### src/rtl/imu_frame_assembler.sv
// Assembles the 14-byte big-endian IMU burst into five signed 16-bit words.
// Temperature and gyro-Z are dropped; short and long frames are counted and discarded.
module imu_frame_assembler (
    input  logic               clk,
    input  logic               reset,
    input  logic [7:0]         S_TDATA,
    input  logic               S_TVALID,
    input  logic               S_TLAST,
    output logic               S_TREADY,
    output logic signed [15:0] RAW_ACCL_X,
    output logic signed [15:0] RAW_ACCL_Y,
    output logic signed [15:0] RAW_ACCL_Z,
    output logic signed [15:0] RAW_GYRO_X,
    output logic signed [15:0] RAW_GYRO_Y,
    output logic               TVALID,
    input  logic               TREADY,
    output logic               FRAME_ERR,
    output logic [7:0]         ERR_COUNT
);

    localparam int         FRAME_BYTES = 14;
    localparam logic [3:0] LAST_IDX    = 4'(FRAME_BYTES - 1);

    typedef enum logic {COLLECT, DISCARD} state_t;

    state_t             state, state_next;
    logic [3:0]         k;
    logic signed [15:0] stg_ax, stg_ay, stg_az, stg_gx, stg_gy;
    logic               accept, at_last;
    logic               do_store, do_publish, do_err, do_rewind;

    // Only the publishing byte can stall, and only while the previous words are unconsumed.
    assign S_TREADY = !reset && !(state == COLLECT && k == LAST_IDX && TVALID && !TREADY);
    assign accept   = S_TVALID && S_TREADY;
    assign at_last  = (k == LAST_IDX);

    always_ff @(posedge clk) begin
        if (reset) state <= COLLECT;
        else       state <= state_next;
    end

    always_comb begin
        state_next = state;
        case (state)
            COLLECT: if (accept && at_last && !S_TLAST) state_next = DISCARD;
            DISCARD: if (accept && S_TLAST)             state_next = COLLECT;
            default: state_next = COLLECT;
        endcase
    end

    always_comb begin
        do_store   = 1'b0;
        do_publish = 1'b0;
        do_err     = 1'b0;
        do_rewind  = 1'b0;
        case (state)
            COLLECT: begin
                if (accept) begin
                    if (!at_last) begin
                        if (S_TLAST) begin
                            do_err    = 1'b1;
                            do_rewind = 1'b1;
                        end else begin
                            do_store  = 1'b1;
                        end
                    end else if (S_TLAST) begin
                        do_publish = 1'b1;
                        do_rewind  = 1'b1;
                    end else begin
                        do_err = 1'b1;
                    end
                end
            end
            DISCARD: if (accept && S_TLAST) do_rewind = 1'b1;
            default: ;
        endcase
    end

    always_ff @(posedge clk) begin
        if (reset)          k <= '0;
        else if (do_rewind) k <= '0;
        else if (do_store)  k <= k + 4'd1;
    end

    // Bytes 6, 7 and 12 are accepted but never stored.
    always_ff @(posedge clk) begin
        if (reset || do_err) begin
            stg_ax <= '0;
            stg_ay <= '0;
            stg_az <= '0;
            stg_gx <= '0;
            stg_gy <= '0;
        end else if (do_store) begin
            case (k)
                4'd0:  stg_ax[15:8] <= S_TDATA;
                4'd1:  stg_ax[7:0]  <= S_TDATA;
                4'd2:  stg_ay[15:8] <= S_TDATA;
                4'd3:  stg_ay[7:0]  <= S_TDATA;
                4'd4:  stg_az[15:8] <= S_TDATA;
                4'd5:  stg_az[7:0]  <= S_TDATA;
                4'd8:  stg_gx[15:8] <= S_TDATA;
                4'd9:  stg_gx[7:0]  <= S_TDATA;
                4'd10: stg_gy[15:8] <= S_TDATA;
                4'd11: stg_gy[7:0]  <= S_TDATA;
                default: ;
            endcase
        end
    end

    always_ff @(posedge clk) begin
        if (reset) begin
            RAW_ACCL_X <= '0;
            RAW_ACCL_Y <= '0;
            RAW_ACCL_Z <= '0;
            RAW_GYRO_X <= '0;
            RAW_GYRO_Y <= '0;
            TVALID     <= 1'b0;
        end else if (do_publish) begin
            RAW_ACCL_X <= stg_ax;
            RAW_ACCL_Y <= stg_ay;
            RAW_ACCL_Z <= stg_az;
            RAW_GYRO_X <= stg_gx;
            RAW_GYRO_Y <= stg_gy;
            TVALID     <= 1'b1;
        end else if (TVALID && TREADY) begin
            TVALID <= 1'b0;
        end
    end

    always_ff @(posedge clk) begin
        if (reset) begin
            FRAME_ERR <= 1'b0;
            ERR_COUNT <= '0;
        end else begin
            FRAME_ERR <= do_err;
            if (do_err && ERR_COUNT != 8'hFF) ERR_COUNT <= ERR_COUNT + 8'd1;
        end
    end

endmodule

### config.mk
export PLATFORM = sky130hd
export DESIGN_NAME = imu_frame_assembler
export DESIGN_NICKNAME = d
export VERILOG_FILES = /design/src/rtl/imu_frame_assembler.sv
export SDC_FILE = /design/constraint.sdc
export NUM_CORES = 1
export LEC_CHECK = 0
export ABC_CLOCK_PERIOD_IN_PS = 4000
export BUFFER_PORTS_ARGS = -buffer_cell sky130_fd_sc_hd__buf_2
export CORE_UTILIZATION = 50
export DETAILED_ROUTE_END_ITERATION = 10
export HOLD_SLACK_MARGIN = 0.02
export PLACE_DENSITY = 0.76
export SYNTH_ARGS = -nofsm -noshare
export SYNTH_HDL_FRONTEND = slang
export SYNTH_SLANG_ARGS = --single-unit
### constraint.sdc
create_clock -name clk -period 4 [get_ports clk]
set_clock_uncertainty 0.1 [all_clocks]
set_input_delay 0.6 -clock clk [delete_from_list [all_inputs] [get_ports clk]]
set_output_delay 0.6 -clock clk [all_outputs]
set_load 0.02 [all_outputs]
==> results.md, run 1 <==
Worst setup path:
- The data required time at the worst endpoint is 4.19 ns.
- The most critical setup path has its startpoint at k[1]$_SDFFE_PP0P_.
- The kind of cell with the highest combined delay along the critical path is simple AND/OR/NAND/NOR gates.
- The delay of the slowest critical-path stage is 0.73 ns.
- The top fanout value on the critical path is 9.
- The number of logic stages on the critical path including buffering is 9.
- Counting cells, the worst reg-to-reg path comes to 9.
- The reg-to-reg startpoint is k[1]$_SDFFE_PP0P_.
- The endpoint type of the worst setup path is a flop.
- The buffer and inverter count on the worst path is 2.
- The slowest stage of the critical path belongs to the cell sky130_fd_sc_hd__nor4_4.
- Traced cell by cell, the critical path runs through inv_1 -> ha_1 -> and3_1 -> inv_2 -> ha_1 -> nand4bb_1 -> nor4_4 -> mux2i_1 -> nor2_1.
- The worst setup path is launched from a flop.
- The cell that appears most often on the critical path is sky130_fd_sc_hd__ha_1.
- The arrival time at the worst endpoint is 3.37 ns.
- The worst setup path is of the flop to flop kind.

Cells and area:
- Counting the fill cells in the layout gives 1064.
- The relative area change from synthesis to final layout is 16.6%.
- The number of antenna diodes is 0.
- After the last flow step, the layout net total stands at 735.
- Once layout is complete, the utilization of the core stands at 60.7%.
- In the final layout, the share of cells above drive strength 1 is 21.3%.
- The post-route standard cell area excluding fillers is 7750 sq um.

Clocking:
- The H-tree was split into 4 levels.
- The clock reaches the later pin of the worst-skew pair after 0.42 ns.
- In this run the deepest clock path goes through 2 buffers.
- The clock root buffer is sky130_fd_sc_hd__clkbuf_16.
- The register clock-pin slew on the reported worst setup and hold paths is 0.06 ns.
- In this run, post-CTS hold repair placed 0 buffers.
- The number of setup buffers added after CTS is 0.
- The TritonCTS clock tree is built.
- Post-CTS repair changed the size of 0 cells.
- Clock tree synthesis found a total of 175 sinks.
- The number of buffers added by the clock tree synthesis step is 17.

Pwr:
- Internal power comes to 2650 uW.
- Of the total power, the share spent switching nets is 20.9%.
- The logic gate share of total power is 2.7%.
- Dividing total power by cell area gives a power density of 433 nW/um^2.
- The worst vdd rail ir drop is 331 uV.
- The portion of total power attributed to sequential cells is 52.2%.
- The analysis attributes to net switching a power of 702 uW.
- The clock network burns 45.1% of the power.
- The leakage component of the power is 0.00316 uW.

GRT:
- Entering global routing, the biggest net connects 95 pins.
- Global routing consumed, over all layers together, 21.7% of the routing resources.
- The first global-routing pass estimated 22.6 mm of wire.
- The number of global-route vias before repair is 4387.
- For this run the aggregate overflow at the end of global routing stands at 0.
- The number of antenna violations at the first check in global routing is 0.

Yosys:
- The combined area of all synthesized cells is 6650 sq um.
- The post-synthesis cell count is 632.
- Counting flops with an async set or reset pin after synthesis yields a share of 0%.
- The number of flops mapped to enable cells by yosys is 0.
- In the synthesized netlist, the cells that appear most often are sky130_fd_sc_hd__dfxtp_1 (175), sky130_fd_sc_hd__nor2_1 (168), sky130_fd_sc_hd__mux2i_1 (161).
- The count of synthesis-stage warnings from yosys is 0.
- The commonest register cell after synthesis is sky130_fd_sc_hd__dfxtp_1.
- In this run, distinct cell masters in the synthesized netlist total 44.
- By area the synthesized netlist is led by sky130_fd_sc_hd__dfxtp_1 (53%), sky130_fd_sc_hd__mux2i_1 (24%), sky130_fd_sc_hd__nor2_1 (9.5%).
- The dominant cell type by area after synthesis is sky130_fd_sc_hd__dfxtp_1.
- The portion of the post-synthesis area used by sequential elements is 52.7%.
- The count of state elements after synthesis is 175.
- Of the post-synthesis cell area, the dominant cell type holds 52.7%.
- The total nets after synthesis is 652.
- The most common cell in the synthesized netlist is sky130_fd_sc_hd__dfxtp_1.
- A synthesized cell averages 10.5 sq um.

Detailed routing:
- Summing over every cut layer, the via total after detailed routing is 4674.
- The detailed-route DRC error count is 0.
- The detailed-router iteration count before antenna repair is 5.
- The count of routing violations after the opening detailed-route iteration is 255.
- In the final routed layout, each cell accounts on average for 15.7 um.
- The remaining number of nets flagged by the antenna check after routing is 0.
- Dividing the detail-routed via count by the number of cells gives 5.20.
- The final layout contains routed wiring with a total length of 14.1 mm.

Place:
- The count of buffers inserted at the top-level ports is 103.
- Prior to clock tree synthesis, the placed netlist has a worst setup slack of 0.868 ns.
- The placement-stage cell area is 7200 sq um.
- The final estimated routing congestion in global placement is 0.793.
- The half-perimeter wire length of the detailed placement result is 9.12 mm.

Floorplan:
- The die is 117 um wide.
- The standard cell core area is 12800 sq um.
- The die height is 117 um.
- The die area is 13800 sq um.
- The count of pins on the block boundary is 104.
- For this configuration, the core starts out at a cell density of 52.0%.
- The number of cell rows is 41.

Worst hold path:
- The critical hold path startpoint is RAW_ACCL_X[9]$_SDFFE_PP0P_.
- The worst hold path stage count is 2.
- The path class of the tightest hold or removal check is flop to flop.

Timing:
- Based on the critical path, the design can be clocked at up to 315 MHz.
- Setup repair after global routing left no endpoint under its margin.
- For the pin with the worst max-slew slack, the measured transition is 1.01 ns.
- The time the final worst path needs with I/O delays and setup is 3.17 ns.
- The final worst slack is 0.826 ns.
- Setup violations remaining at the end of the flow were counted as 0.
- The final clock period utilization by the worst path is 79.3%.
- In the final timing run, aggregate negative setup slack is 0 ns.
- The number of pins with negative max-slew slack in the final report is 0.
- Measured against its own limit, the worst slew margin works out to 32.8%.
- The number of hold-slack violations in the final timing report is 0.
- Hold is met by 0.389 ns.

Outcome:
- The run finished with clean final reports.

Job:
- The tool flagged a number of max-cap violations equal to 0.
-- metal layers --
layer | share of wire (%) | vias to the layer above | track usage, %
met1 | 46 | 2222 | 28.0
li1 | - | 2291 | -
met4 | 1.4 | 0 | 7.09
met3 | 5.0 | 22 | 5.87
met2 | 47 | 139 | 35.3
met5 | 0 | - | 0
-- flip-flops by register name, indices dropped and copies added, names as in the netlist --
signal	cells
stg_gy	16
TVALID	1
stg_ax	16
FRAME_ERR	1
RAW_ACCL_X	16
RAW_GYRO_Y	16
ERR_COUNT	8
RAW_ACCL_Z	16
k	4
RAW_ACCL_Y	16
state	1
RAW_GYRO_X	16
stg_az	16
stg_gx	16
stg_ay	16
-- area by class of cell --
type,count,area (sq um),share of cell area [%]
flip-flops and latches,175,3500,45.2
multi-input cells,402,2870,37.0
well taps,172,215,2.78
clock inverters,5,30.0,0.388
clock buffers,25,515,6.65
repair buffers,110,583,7.52
inverters,9,33.8,0.436
-- per-stage QoR --
| step | instances | total power [uW] |
|---|---|---|
| global placement | 868 | 1880 |
| finish | 898 | 3350 |
| global route | 898 | 3480 |
| CTS | 898 | 3390 |
| floorplan | 632 | 1850 |
| detailed placement | 868 | 1880 |
-- worst paths after layout --
path                           endpoint  slack (ns)
min reg2reg  RAW_ACCL_X[9]$_SDFFE_PP0P_        0.39
max              stg_ay[2]$_SDFFE_PP0P_        0.83
min          RAW_ACCL_X[9]$_SDFFE_PP0P_        0.39
max reg2reg      stg_ay[2]$_SDFFE_PP0P_        0.83
-- cells by family after synthesis --
| logic type | Yosys count | share of synthesized area, % |
|---|---|---|
| mux | 161 | 24.2 |
| compound gates | 25 | 2.75 |
| buf+inv | 55 | 4.54 |
| fa+ha+maj | 7 | 1.32 |
| simple gates | 207 | 14.2 |
| xor+xnor | 2 | 0.264 |
| flops | 175 | 52.7 |
-- placed cells by master, fill, tap and decap left out, types with 2 or more instances in the layout --
| master | count |
|---|---|
| sky130_fd_sc_hd__clkbuf_1 | 2 |
| sky130_fd_sc_hd__nor3_4 | 2 |
| sky130_fd_sc_hd__xnor2_1 | 2 |
| sky130_fd_sc_hd__and3_1 | 2 |
| sky130_fd_sc_hd__buf_2 | 102 |
| sky130_fd_sc_hd__nor3_1 | 2 |
| sky130_fd_sc_hd__o31ai_1 | 4 |
| sky130_fd_sc_hd__ha_1 | 7 |
| sky130_fd_sc_hd__o311ai_0 | 2 |
| sky130_fd_sc_hd__inv_1 | 8 |
| sky130_fd_sc_hd__nand3_2 | 4 |
| sky130_fd_sc_hd__nor4b_2 | 3 |
| sky130_fd_sc_hd__dfxtp_1 | 175 |
| sky130_fd_sc_hd__buf_4 | 7 |
| sky130_fd_sc_hd__or3_1 | 3 |
| sky130_fd_sc_hd__nor2_1 | 168 |
| sky130_fd_sc_hd__o21ai_0 | 2 |
| sky130_fd_sc_hd__clkbuf_16 | 17 |
| sky130_fd_sc_hd__clkinvlp_4 | 2 |
| sky130_fd_sc_hd__nand3b_1 | 3 |
| sky130_fd_sc_hd__nand3_1 | 4 |
| sky130_fd_sc_hd__a21oi_1 | 9 |
| sky130_fd_sc_hd__nand2_1 | 5 |
| sky130_fd_sc_hd__mux2i_1 | 161 |
| sky130_fd_sc_hd__clkbuf_8 | 6 |
| sky130_fd_sc_hd__clkinv_2 | 3 |
-- power groups by stage --
stage / sequential [uW] / clock [uW] / combinational (uW)
floorplan: 1790 / 0 / 60.0
global placement: 1790 / 0 / 90.0
detailed placement: 1790 / 0 / 91.2
CTS: 1750 / 1540 / 91.9
global route: 1750 / 1630 / 98.8
finish: 1750 / 1510 / 91.7
-- worst min-delay path, cell delays in order (launching register included) --
cell and delay (ns):
sky130_fd_sc_hd__dfxtp_1 0.32, sky130_fd_sc_hd__mux2i_1 0.06, sky130_fd_sc_hd__nor2_1 0.07
(Power assumes the default switching activity.)
==> run 2: changes to the inputs <==
- ABC_AREA: unset -> 1
- ABC_CLOCK_PERIOD_IN_PS: 4000 -> 3100
- PLACE_DENSITY: 0.76 -> 0.75
- clock period: 4 -> 3.1 ns (I/O delays scaled with it)
==> run 2 against run 1 <==
Against the previous run:
- final area up 10%
- sequential cell count did not move
- worst setup slack worse by 0.28 ns
- global-route usage grew 1.3 points
- final cell count up 50%
- highest routed layer is now met5
- fmax up 25%
- hold slack got worse by 0.16 ns
==> results.md, run 2 <==
Outcome:
- The run finished with clean final reports.

Timing:
- The number of pins with negative max-slew slack in the final report came to 0.
- The time the final worst path needs with I/O delays and setup is 2.55 ns.
- The highest achievable clock rate is 392 MHz.
- At the pin with the least slew margin, the transition time is 0.871 ns.
- Adding up every negative setup slack in the final design gives 0 ns.
- The final clock period utilization by the worst path is 82.2%.
- Setup violations remaining at the end of the flow were counted as 0.
- The number of hold-slack violations in the final timing report is 0.
- The worst pin sits at a relative slew slack of 42.0%.
- Setup repair after global routing left no endpoint under its margin.

Floorplan:
- The number of cell rows is 43.
- For this design the top-level I/O count stands at 104.
- The initial core utilization is 51.9%.
- The die is 123 um wide.
- From bottom edge to top edge, the die measures 123 um.
- The floorplan step defined a die boundary enclosing 15100 sq um.
- The standard cell core area is 14000 sq um.

Clocking:
- Clock latency on the worst-skew pair, taken at its later pin, is 0.43 ns.
- In this run, CTS created clock tree buffers numbering 17.
- Clock tree synthesis found a total of 175 sinks.
- The maximum number of buffers from clock root to sink is 2.
- Once the clock tree was built, the setup fixing pass inserted 0 buffers.
- Hold repair after CTS inserted 0 buffers.
- The quantity of gates resized following cts is 0.
- The TritonCTS clock tree is built.
- The number of levels the H-tree was split into is 4.
- Clock-pin slew was measured on the worst setup and hold paths at 0.06 ns.
- The tree is rooted in a sky130_fd_sc_hd__clkbuf_16.

Cells and area:
- The post-route standard cell area excluding fillers is 8540 sq um.
- The repair_antennas step left the layout with diodes totalling 0.
- The library cell used most frequently in the layout, excluding fill and tap cells, is sky130_fd_sc_hd__nor2_1.
- After the last flow step, the layout net total stands at 1171.
- The final cell count without fillers is 1343.
- Measured on the finished design, the core utilization comes to 60.8%.
- The area growth from synthesis to layout is 17.2%.
- Leaving out fill and tap cells, the most frequent cells in the layout are sky130_fd_sc_hd__nor2_1 (294), sky130_fd_sc_hd__nand2_1 (273), sky130_fd_sc_hd__dfxtp_1 (175), sky130_fd_sc_hd__inv_1 (115), sky130_fd_sc_hd__buf_2 (103).
- The proportion of layout cells with a drive suffix above 1 is 13.5%.

Pwr:
- Across the VDD grid, the largest voltage drop is 390 uV.
- The leakage component of the power is 0.00441 uW.
- The power per cell area is 563 nW/um^2.

Worst setup path:
- Of all nets on the critical path, the largest fanout is 56.
- The endpoint type of the worst setup path is a flop.
- The depth of the worst register-to-register path is 12.
- On the critical path, the stage with the largest delay is an instance of sky130_fd_sc_hd__buf_4.
- The critical path launch point is k[0]$_SDFFE_PP0P_.
- The critical setup path kind is flop to flop.
- The destination of the critical timing path is stg_az[10]$_SDFFE_PP0P_.
- The cell family contributing the most delay on the critical path is buffers and inverters.
- The data required time at the worst endpoint is 3.36 ns.
- In this run the critical register-to-register path is captured at stg_az[10]$_SDFFE_PP0P_.
- The worst setup path is launched from a flop.
- The buffer and inverter count on the worst path is 4.
- The delay of the slowest critical-path stage is 0.47 ns.
- The register-to-register path setup slack is 0.55 ns.
- The number of logic stages on the critical path including buffering is 12.
- In this run the critical register-to-register path is launched from k[0]$_SDFFE_PP0P_.
- The critical path goes through ha_1 -> inv_2 -> nor2_4 -> inv_1 -> ha_1 -> nand2_1 -> nor2_1 -> buf_4 -> nor2_4 -> buf_4 -> nand2_1 -> nor2_1.
- The arrival time at the worst endpoint is 2.81 ns.

Place:
- Routability-driven placement finished with a final weighted congestion of 0.802.
- Once detailed placement completed, the half-perimeter wirelength came to 10.1 mm.
- The number of placed instances with taps included is 1312.
- The placement-stage cell area is 7880 sq um.
- The count of buffers inserted at the top-level ports is 103.

GRT:
- The pin count of the biggest net entering global routing is 118.
- The number of global-route vias before repair is 5754.
- The number of antenna violations at the first check in global routing came to 1.
- The total routing usage reported by global routing is 23.0%.
- The leftover overflow at the end of global routing is 0.
- The first global-routing pass estimated 27.2 mm of wire.

Detailed routing:
- The remaining number of nets flagged by the antenna check after routing is 0.
- After detailed routing, the average wire length per cell comes to 12.2 um.
- The routed via count divided by cell count is 4.80.
- The detailed-router iteration count before antenna repair is 5.
- The count of routing violations after the opening detailed-route iteration is 472.
- For this run, design rule violations remaining after detail routing come to 0.
- The post-detailed-routing wire length is 16.5 mm.
- The detailed router placed 6447 vias in this run.

Yosys:
- Counting flops with an async set or reset pin after synthesis yields a share of 0%.
- After synthesis, the most frequently instantiated cells are sky130_fd_sc_hd__nor2_1 (295), sky130_fd_sc_hd__nand2_1 (273), sky130_fd_sc_hd__dfxtp_1 (175).
- In the post-synthesis netlist, the biggest area contributors are sky130_fd_sc_hd__dfxtp_1 (48%), sky130_fd_sc_hd__nor2_1 (15%), sky130_fd_sc_hd__nand2_1 (14%).
- sky130_fd_sc_hd__nor2_1 is the most common cell in the netlist.
- For this run, the number of Yosys warnings is 0.
- Synthesis inferred 175 register bits.
- The dominant cell type by area after synthesis is sky130_fd_sc_hd__dfxtp_1.
- The synthesized netlist occupies a cell area of 7290 sq um.
- The area share of the largest cell type after synthesis is 48.1%.
- The number of unique standard cell types used by synthesis is 21.
- Dividing the synthesized area by the synthesized cell count gives 6.83 sq um.
- The post-synthesis cell count is 1068.
- The commonest register cell after synthesis is sky130_fd_sc_hd__dfxtp_1.
- The share of the Yosys chip area taken by registers is 48.1%.
- The number of flops mapped to enable cells by yosys is 0.
- The total nets after synthesis is 1088.

Job:
- The number of maximum-capacitance constraint violations is 0.

Worst hold path:
- The path class of the lowest-slack min-delay path is primary input to flop.
-- run 2: layer usage --
metal | GRT usage, % | part of all wire [%] | up-vias
met3 | 5.39 | 6.0 | 26
met1 | 30.4 | 47 | 2853
met5 | 0 | 0.079 | -
met4 | 9.22 | 1.8 | 2
met2 | 36.0 | 45 | 170
li1 | - | - | 3396
-- run 2: cell families (layout without fill, tap and decap cells) --
kind of cell / Yosys count / count (layout) / share of synthesized area, %
adder cells (fa/ha/maj): 7 / 7 / 1.20
buffers and inverters: 165 / 260 / 9.46
flip-flops: 175 / 175 / 48.1
AO/OA/AOI/OAI: 39 / 39 / 2.83
AND/OR/NAND/NOR: 677 / 677 / 37.8
XOR/XNOR: 5 / 5 / 0.601
-- run 2: how the worst min path moves through the flow --
stage,startpoint,end,depth (start not counted)
finish,TREADY,TVALID$_SDFFE_PP0P_,4
global route,TREADY,TVALID$_SDFFE_PP0P_,4
CTS,TREADY,TVALID$_SDFFE_PP0P_,4
detailed placement,stg_gy[3]$_SDFFE_PP0P_,stg_gy[3]$_SDFFE_PP0P_,2
global placement,stg_gx[5]$_SDFFE_PP0P_,stg_gx[5]$_SDFFE_PP0P_,2
floorplan,stg_gx[0]$_SDFFE_PP0P_,stg_gx[0]$_SDFFE_PP0P_,2
-- run 2: cell type report --
type                            count  area, sq um
Tap cell                          180          225
Fill cell                        1312         5500
Sequential cell                   175         3500
Clock buffer                       22          484
Inverter                          118          443
Timing Repair Buffer              111          601
Clock inverter                      9          180
Multi-Input combinational cell    728         3100
-- run 2: report_power, final --
group	total [uW]	internal, uW	switching (uW)
clock	2390	1510	877
sequential	2260	2250	4.63
combinational	163	36.5	126
-- run 2: through the flow --
stage          hold WS, ns  total power (uW)  setup slack, ns
2_1_floorplan        0.340              2430             1.08
3_3_place_gp         0.351              2470            0.716
3_5_place_dp         0.357              2470            0.629
4_1_cts              0.217              4840            0.551
5_1_grt              0.239              4940            0.351
6_report             0.225              4810            0.551
-- run 2: tightest hold or removal path, cell delays in order --
cell,delay (ns)
sky130_fd_sc_hd__buf_2,0.07
sky130_fd_sc_hd__inv_1,0.03
sky130_fd_sc_hd__nand2_1,0.07
sky130_fd_sc_hd__a21oi_1,0.07
==> run 3: changes to the inputs <==
- ABC_AREA: 1 -> 0
- ABC_CLOCK_PERIOD_IN_PS: 3100 -> 2100
- PLACE_DENSITY: 0.75 -> 0.79
- clock period: 3.1 -> 2.1 ns (I/O delays scaled with it)
==> run 3 against run 2 <==
Against the previous run:
- the run now ends with setup timing left
- die area decreased by 8.7%
- critical path depth decreased by 1
- global-route usage increased by 0.36 points
- final area increased by 2.5%
- core utilization increased by 7.7 points
- worst setup slack got worse by 0.68 ns
- routed wire length decreased by 0.97%
- clock-buffer cell count decreased by 3
- first-iteration DRC count decreased by 45%
- power increased by 44%
- via count decreased by 22%
- sequential cell count unchanged
- critical endpoint is now RAW_ACCL_X[14]$_SDFFE_PP0P_
- highest routed layer is now met4
==> results.md, run 3 (synthesis results as in run 1) <==
Pwr:
- The worst vdd rail ir drop is 539 uV.
- After layout, the design draws a total of 6920 uW.
- The leakage component of the power is 0.00357 uW.
- For this design the ratio of total power to cell area is 791 nW/um^2.

Cells and area:
- Fill cells in the final layout number 916.
- Compared with the post-synthesis result, the final layout area differs by 31.7%.
- The flip-flop and latch area is 3510 sq um.
- The number of antenna diodes is 0.
- Excluding fillers, the count of instances in the completed layout stands at 951.
- The proportion of layout cells with a drive suffix above 1 is 30.2%.
- The total area of multi-input combinational cells is 3060 sq um.
- After the last flow step, the layout net total stands at 786.
- In the layout the commonest cells are sky130_fd_sc_hd__dfxtp_1 (173), sky130_fd_sc_hd__nor2_1 (168), sky130_fd_sc_hd__mux2i_1 (155), sky130_fd_sc_hd__buf_2 (102), sky130_fd_sc_hd__buf_4 (26).
- Leaving out fill and tap cells, the most frequent cell in the layout is sky130_fd_sc_hd__dfxtp_1.

Detailed routing:
- After detailed routing, the average wire length per cell comes to 17.1 um.
- The routed via count divided by cell count is 5.29.
- The final layout contains routed wiring with a total length of 16.3 mm.
- For this run, design rule violations remaining after detail routing come to 0.
- The detailed-router iteration count before antenna repair is 4.
- The routed layout has 5029 vias.
- In this run, the number of DRC markers left after iteration 0 of detailed routing was 258.
- The count of nets left with antenna violations once routing finished came out at 0.

Job:
- The number of maximum-capacitance constraint violations is 0.

Timing:
- The final setup violation count is 142.
- Headroom to the max-slew limit came out at 47.9%.
- The final critical path takes up 106% of the cycle.
- Once routing completed, OpenROAD measured the worst setup slack at -0.125 ns.
- On the final layout, the worst hold slack is 0.188 ns.
- The number of pins with negative max-slew slack in the final report came to 0.
- The highest achievable clock rate is 449 MHz.
- The transition time at the pin with the least slew margin is 0.780 ns.
- Setup repair after global routing could not meet its margin everywhere.
- The worst path in the final design needs a cycle of 2.23 ns, including I/O delays and setup.
- The number of hold-slack violations in the final timing report is 0.

Clocking:
- The H-tree was split into 4 levels.
- The maximum number of buffers from clock root to sink is 2.
- The clock insertion delay at the later pin of the skew report is 0.43 ns.
- After clock tree synthesis, the clock-pin slew on the worst setup and hold paths is 0.07 ns.
- TritonCTS created 17 clock buffers.
- The clock root buffer is sky130_fd_sc_hd__clkbuf_16.
- The CTS sink count is 175.
- The TritonCTS clock tree is built.
- The quantity of hold-fixing buffers added after cts is 0.

Worst hold path:
- The worst hold path stage count is 3.
- The min-delay analysis places its worst path in the category primary input to flop.

Floorplan:
- The standard cell core area is 12800 sq um.
- The horizontal die dimension is 117 um.
- For this design the top-level I/O count stands at 104.
- The floorplan step defined a die boundary enclosing 13800 sq um.
- The die height is 117 um.
- Once the floorplan was initialized, standard cells occupied 52.0% of the core.
- The number of cell rows is 41.

Worst setup path:
- The critical setup path kind is flop to flop.
- The top fanout value on the critical path is 8.
- The standard cell with the maximum stage delay on the critical path is sky130_fd_sc_hd__dfxtp_2.
- Walking the worst path, the cells encountered are inv_2 -> ha_4 -> and3_4 -> ha_4 -> nand3b_1 -> a211oi_4 -> buf_6 -> buf_12 -> buf_12 -> mux2i_2 -> nor2_1.
- The data required time at the worst endpoint is 2.30 ns.
- The arrival time at the worst endpoint is 2.43 ns.
- The endpoint type of the worst setup path is a flop.
- The depth of the worst register-to-register path is 11.
- The startpoint class of the critical path is a flop.
- The delay of the slowest critical-path stage is 0.32 ns.

Place:
- The final estimated routing congestion in global placement is 0.823.
- The worst slack after detailed placement is -0.112 ns.
- The count of buffers added on input and output ports is 103.
- Counting tap cells, the placed design contains a total of 901 instances.
- The half-perimeter wire length of the detailed placement result is 10.0 mm.

GRT:
- The number of antenna violations at the first check in global routing is 0.
- Entering global routing, the biggest net connects 38 pins.
- The number of global-route vias before repair is 4825.
- The leftover overflow at the end of global routing is 0.
- The first global-routing pass estimated 24.1 mm of wire.
- The total routing usage reported by global routing is 23.4%.

Outcome:
- The flow ran to the end, but the final reports show violations.
- The checks that failed: setup timing.
-- run 3: cell types whose count changed in the layout (fill, tap and decap cells not counted), sizes merged, moves of 7 or more --
cell	previous run	this run
nor2	304	168
nand3	93	8
mux2i	0	161
clkinv	0	7
inv	118	11
buf	111	156
nand2	273	5
a21oi	37	9
-- run 3: critical path: cells and delay by family (launching register included) --
kind | cells | cell delay [ns]
DFF | 1 | 0.32
adders and majority gates | 2 | 0.26
AOI/OAI and AO/OA | 1 | 0.25
and+or+nand+nor | 3 | 0.41
muxes | 1 | 0.21
buffers and inverters | 4 | 0.53
-- run 3: what timing repair did --
item	in CTS	in global routing
cloned	2	5
pin swaps	6	13
gates resized for setup	22	36
setup endpoints to repair	136	171
setup buffers	8	5
-- run 3: worst paths after layout --
kind / startpoint / end / slack, ns
worst max-delay path: k[1]$_SDFFE_PP0P_ / RAW_ACCL_X[14]$_SDFFE_PP0P_ / -0.13
worst min-delay path: S_TVALID / state$_SDFF_PP0_ / 0.19
worst max register to register: k[1]$_SDFFE_PP0P_ / RAW_ACCL_X[14]$_SDFFE_PP0P_ / -0.13
worst min register to register: RAW_GYRO_Y[8]$_SDFFE_PP0P_ / RAW_GYRO_Y[8]$_SDFFE_PP0P_ / 0.39
-- run 3: routing by layer --
layer / global-route usage, % / vias up / share of wire (%)
met5: 0 / - / 0
met4: 9.70 / 0 / 1.5
met3: 4.94 / 29 / 4.6
met2: 41.2 / 138 / 51
met1: 27.5 / 2463 / 43
li1: - / 2399 / -
-- run 3: metrics by stage --
stage	utilization, %	instance area (sq um)	TNS [ns]
5_1_grt	68.5	8750	-20.89
6_report	68.5	8750	-8.10
2_1_floorplan	-	6710	-4.37
4_1_cts	66.1	8450	-1.61
3_5_place_dp	59.5	7600	-5.71
3_3_place_gp	59.5	7600	-0.992
-- run 3: layout make-up --
cell class              instances  area share, %
flip-flops and latches        175           40.1
multi-input cells             402           34.9
repair buffers                161           14.9
clock buffers                  19           5.17
well taps                     172           2.46
clock inverters                13           2.10
inverters                       9          0.415
-- run 3: power breakdown --
part           internal [uW]  leakage, uW  switching, uW
clock network           2060     0.000317           1310
logic                   74.6      0.00184            150
registers               3330      0.00141           5.56
